## config.mk

```make
export PLATFORM = sky130hd
export DESIGN_NAME = demux_1x4_stream
export DESIGN_NICKNAME = d
export VERILOG_FILES = /design/src/rtl/demux_1x4_stream.sv
export SDC_FILE = /design/constraint.sdc
export NUM_CORES = 1
export LEC_CHECK = 0
export ABC_AREA = 1
export BUFFER_PORTS_ARGS = -buffer_cell sky130_fd_sc_hd__buf_2
export CAP_MARGIN = 20
export CORE_AREA = 2 2 69 71
export DETAILED_ROUTE_END_ITERATION = 8
export DIE_AREA = 0 0 71 73
export PLACE_DENSITY = 0.68
export SYNTH_ARGS = -nofsm -noshare
export SYNTH_HDL_FRONTEND = slang
export SYNTH_SLANG_ARGS = --single-unit
```

## constraint.sdc

```tcl
create_clock -name clk -period 1.5 [get_ports clk]
set_input_delay 0.3 -clock clk [delete_from_list [all_inputs] [get_ports clk]]
set_output_delay 0.3 -clock clk [all_outputs]
set_load 0.005 [all_outputs]
```

## src/rtl/demux_1x4_stream.sv

```systemverilog
// demux_1x4_stream: registered 1-to-4 stream demultiplexer.
// Each accepted input beat is steered by in_sel into a one-entry holding
// register on one of four output channels, each with its own valid/ready
// handshake. A stalled consumer only blocks beats addressed to it.
// Optional feature macro: DEMUX_BEAT_CNT_EN adds four saturating 8-bit
// per-channel output transfer counters on the beat_cnt port.
module demux_1x4_stream #(
  parameter int W = 8
) (
  input  logic           clk,
  input  logic           rst,
  input  logic           in_valid,
  output logic           in_ready,
  input  logic [W-1:0]   in_data,
  input  logic [1:0]     in_sel,
  output logic [3:0]     out_valid,
  input  logic [3:0]     out_ready,
  output logic [4*W-1:0] out_data
`ifdef DEMUX_BEAT_CNT_EN
  ,
  output logic [31:0]    beat_cnt
`endif
);

  logic       in_fire;
  logic [3:0] load;
  logic [3:0] drain;

  // The addressed channel can take a beat if it is empty or is being drained
  // this cycle; in_valid deliberately does not feed back into in_ready.
  always_comb begin
    in_ready = !out_valid[in_sel] || out_ready[in_sel];
    in_fire  = in_valid && in_ready;
    load     = 4'b0000;
    if (in_fire) begin
      load[in_sel] = 1'b1;
    end
    drain = out_valid & out_ready;
  end

  // Per-channel holding registers: a load wins over a drain so a channel
  // can be refilled in the same cycle it empties, giving full throughput.
  always_ff @(posedge clk) begin
    if (rst) begin
      out_valid <= 4'b0000;
      out_data  <= '0;
    end else begin
      for (int k = 0; k < 4; k++) begin
        if (load[k]) begin
          out_data[k*W +: W] <= in_data;
        end
        out_valid[k] <= load[k] || (out_valid[k] && !out_ready[k]);
      end
    end
  end

`ifdef DEMUX_BEAT_CNT_EN
  // Count completed output transfers per channel, sticking at 255.
  always_ff @(posedge clk) begin
    if (rst) begin
      beat_cnt <= '0;
    end else begin
      for (int k = 0; k < 4; k++) begin
        if (drain[k] && (beat_cnt[k*8 +: 8] != 8'hFF)) begin
          beat_cnt[k*8 +: 8] <= beat_cnt[k*8 +: 8] + 8'd1;
        end
      end
    end
  end
`else
  // Without the counters the drain vector has no consumer.
  logic unused_drain;
  assign unused_drain = ^drain;
`endif

endmodule

```

After elaboration in Yosys (flattened, before gate mapping)
Cells that the tools add are included.

Input bits: 17. Word-level logic and storage cells: 30. Register bits: 36.

Reduce and logical (&&, ||, !) cells: 16. Muxes and demuxes: 7. $lt $le $gt $ge: 2.

Operators with widths (count): 1-bit logical AND (6); 1-bit logical NOT (5); 1-bit logical OR (5); 1-bit binary-select mux with 2-bit select (2); 4-bit two-way mux (1); 2-bit by 3-bit less-than comparator with 1-bit output, second input constant (1); 1-bit two-way mux (3); 1-bit demux with 2-bit select (1); 2-bit by 1-bit >= comparator with 1-bit output, second input constant (1).

Depth between registers and ports, before layout
Depth in word-level cells: 7. Gate-level depth with buffers: 11.

Least setup slack after synthesis
OpenSTA, ideal clock, no wires.

Kind: input to output. Start point: in in_sel[1]. End point: out in_ready. Path buffers: 2. Arrival time: 1022 ps. Setup slack: 178 ps. Cell stages on the path: 7. Required time: 1200 ps. Path through: buf_6 nor2_8 nand2_1 nand2_2 nor2_4 nand2_8 buf_6.

Word-level cells in the longest chain between the ends: 4. Elaborated cells between the ends (all ways): 6. Classes of those cells: mux (4); reduce/logical (2).

RTL lines: start, declared (RTL line 15) `input logic [1:0] in_sel,`; 1-bit binary-select mux with 2-bit select (RTL line 32) `in_ready = !out_valid[in_sel] || out_ready[in_sel];`; 1-bit two-way mux (implied by the code) (RTL line 32); 1-bit logical NOT (RTL line 32); 1-bit logical OR * (RTL line 32); end, declared (RTL line 13) `output logic in_ready,`.

Mark *: on every way between the ends. The rest lies on a longest branch, timed or not. The select of a mux whose other input is x is not followed.

Final worst setup path
Same ends and word-level chain as after synthesis.

==> impl_metrics.py <==
metrics = {
    "outcome": {
        "status": "finished clean",
    },
    "floorplanning": {
        "ioPinCount": 54,
        "initial_core_util_pct": 42.3,
        "die_w_um": 71,
        "die-area_um2": 5180,
        "die_y_um": 73,
        "rows": 25,
        "core-area_um2": 4540,
    },
    "place": {
        "place_area_um2": 2260,
        "dp_hpwl_um": 3160,
        "pre_cts_ws_ns": -0.0905,
        "io_buffers": 53,
        "routabilityCongestion": 0.785,
    },
    "yosys": {
        "synthSimpleGateAreaFrac_pct": 41.0,
        "synth_cells": 289,
        "ys_ff_latch": 36,
        "yosys.area_share.adder_pct": 0,
        "synth_edf_count": 0,
        "yosysMostFrequentCell": "nand2_1",
        "yosysTopAreaCell": "dfxtp_1",
        "synth_flop_cell": "dfxtp_1",
        "synth_area_um2": 1920,
        "synth_top_area_share_pct": 37.6,
        "netlist-cell-type-count": 20,
        "avgSynthCellArea_um2": 6.63,
        "synth_common_cells": "78 x nand2_1, 77 x inv_1, 36 x dfxtp_1",
        "yosysSeqAreaShare_pct": 37.6,
        "synth_area_leaders": "dfxtp_1 38%, nand2_1 15%, inv_1 15%, nand4_1 10%, nor2_1 6.3%",
        "synthMuxAreaShare_pct": 0,
        "yosysWarnings": 0,
        "synth_compound_area_share_pct": 1.04,
        "syn_nets": 306,
        "synth_top_family_by_area": "simple AND/OR/NAND/NOR gates",
        "synthArstFlopShare_pct": 0,
        "synth-xor-area-share_pct": 0,
    },
    "sta": {
        "finalCritPeriodShare_pct": 96.3,
        "grt_setup_unrepaired": "no",
        "layout_min_cycle_time_ns": 1.44,
        "fin_ws_ns": 0.0555,
        "finClkSkew_ns": 0.00104,
        "slew_headroom_pct": 74.6,
        "fin_hold_ws_ns": 0.240,
        "worst_slew_pin_slew_ns": 0.382,
        "finalSetupViolCount": 0,
        "fmax_mhz": 692,
        "fin_tns_setup_ns": 0,
        "finalHoldViolCount": 0,
        "slew_viol_final": 0,
    },
    "drt": {
        "drtAntennaViolNets": 0,
        "via_per_inst": 4.44,
        "drt_iter0_markers": 116,
        "avgRoutedWirePerCell_um": 10.8,
        "drc": 0,
        "routed-via-count": 1802,
        "firstDrtPassIters": 4,
        "routed_wl_um": 4380,
    },
    "worst_setup_path": {
        "regToRegEndpoint": "out_data[3]$_SDFFE_PP0P_",
        "timing.rr.start": "out_valid[2]$_SDFF_PP0_",
        "cpPeakStageDelay_ns": 0.20,
        "start_kind": "input port",
        "cp.arrival_ns": 1.14,
        "crit_buf_inv": 3,
        "reg2reg_slack_ns": 0.16,
        "cpLargestDelayFamily": "simple AND/OR/NAND/NOR gates",
        "crit_chain": "buf_2 > inv_2 > nand3_1 > nand2_2 > nor2_4 > nand2_8 > buf_2",
        "worstSetupPathType": "input port to output port",
        "cp.required_ns": 1.20,
        "reg2reg_depth": 10,
        "critPathSlowestCell": "buf_2",
        "cp_common_cell": "buf_2",
        "critPathMaxFanout": 6,
        "worstSetupEndpointType": "output port",
    },
    "hold_path": {
        "hold_end": "out_valid[1]$_SDFF_PP0_",
        "hold_start": "rst",
        "hp-class": "input port to flop",
        "holdPathStages": 2,
    },
    "layout": {
        "area_growth_pct": 24.4,
        "drive_gt1_share_pct": 26.7,
        "fin_util_pct": 52.6,
        "antenna_cells": 0,
        "fin_nets": 369,
        "post-route-cell-area_um2": 2380,
    },
    "power": {
        "swShare_pct": 28.3,
        "power.internal_w": 0.00148,
        "p_comb_share_pct": 18.6,
        "power.switching_w": 0.000584,
        "power_density_nw_per_um2": 865,
        "leakagePower_nw": 1.35,
        "p_clk_share_pct": 31.4,
        "p_seq_share_pct": 50.0,
        "vdd_drop_max_uv": 516,
    },
    "global_route": {
        "grt_pass1_wl_um": 7390,
        "grt_pass1_vias": 1660,
        "antenna_found_initial": 0,
        "grt_overflow": 0,
        "grt_usage_pct": 17.9,
        "grt_max_degree": 33,
    },
    "clock_tree": {
        "clk_latency_ns": 0.28,
        "cts_tree": "done",
        "cts_max_path_buffers": 2,
        "h-tree-depth": 2,
        "clk_pin_slew_ns": 0.07,
        "ctsHoldBuffers": 0,
        "numCtsBuffers": 5,
        "cts_sinks": 36,
        "cts-root-buf": "clkbuf_8",
    },
    "flow_run": {
        "maxCapViolCount": 0,
    },
}
==> logic make-up after synthesis <==
family | Yosys count
compound gates | 4
buf+inv | 92
flops | 36
simple gates | 157
==> cell usage in the layout, fill, tap and decap left out <==
| cell type | n |
|---|---|
| nand3_2 | 1 |
| nand2_1 | 77 |
| inv_1 | 77 |
| nand4_1 | 32 |
| buf_4 | 12 |
| nor2_4 | 1 |
| inv_2 | 1 |
| clkbuf_8 | 5 |
| nand2_2 | 3 |
| dfxtp_2 | 4 |
| nand2_4 | 2 |
| a21oi_1 | 4 |
| nand3_1 | 2 |
| buf_2 | 53 |
| buf_6 | 1 |
| nor2_8 | 1 |
| clkinv_1 | 1 |
| nand3_4 | 4 |
| nor2_2 | 2 |
| buf_12 | 1 |
| inv_4 | 1 |
| dfxtp_1 | 32 |
| nand2_8 | 1 |
| clkinv_2 | 1 |
| clkbuf_1 | 1 |
| nor2_1 | 32 |
==> worst register-to-register path, delay by kind of cell (launching register included) <==
kind / cells / cell delay [ns]
buf+inv: 2 / 0.23
simple gates: 8 / 0.71
flops: 1 / 0.33
==> metrics by stage <==
stage / power, W / instances
after global placement: 0.00142 / 396
after detailed placement: 0.00143 / 396
after CTS: 0.00208 / 405
final: 0.00206 / 406
after global routing: 0.00218 / 406
after floorplan: 0.00130 / 289
==> per-layer routing <==
metal  wire length [um]  global-route usage, %  vias to the layer above
met4                 53                   5.45                        0
met2               2100                   30.3                       44
met5                  0                      0                        -
met1               1980                   22.7                      769
li1                   -                      -                      982
met3                243                   4.14                        7
==> what timing repair did <==
action	CTS	global route
gates resized for setup	2	5
pin swaps	1	2
gates cloned	1	0
endpoints found under the setup margin	1	35
setup buffers	1	1
==> registers in the layout, summed over array words and instances (netlist names) <==
name and count:
out_valid 4, out_data 32
==> worst max-delay path by stage <==
stage,from,to,cells after the start
after floorplan,in_sel[1],in_ready,7
after global placement,in_sel[0],out_data[31]$_SDFFE_PP0P_,11
after detailed placement,in_sel[0],out_data[4]$_SDFFE_PP0P_,11
after CTS,out_valid[3]$_SDFF_PP0_,in_ready,6
after global routing,in_sel[1],in_ready,7
final,in_sel[1],in_ready,7
==> cell type report <==
cell class | instances | area, um2
clock buffers | 6 | 72.6
clock inverters | 1 | 5.00
fillers | 459 | 2150
inverters | 80 | 303
multi-input cells | 162 | 825
flip-flops and latches | 36 | 726
well taps | 54 | 67.6
repair buffers | 67 | 387
==> power groups by stage <==
stage / Combinational, W / Clock [W] / Sequential [W]
2_1_floorplan: 0.000242 / 0 / 0.00106
3_3_place_gp: 0.000367 / 0 / 0.00105
3_5_place_dp: 0.000375 / 0 / 0.00105
4_1_cts: 0.000385 / 0.000664 / 0.00103
5_1_grt: 0.000442 / 0.000705 / 0.00104
6_report: 0.000385 / 0.000648 / 0.00103
Note: power is estimated with default switching activity, not from simulation.
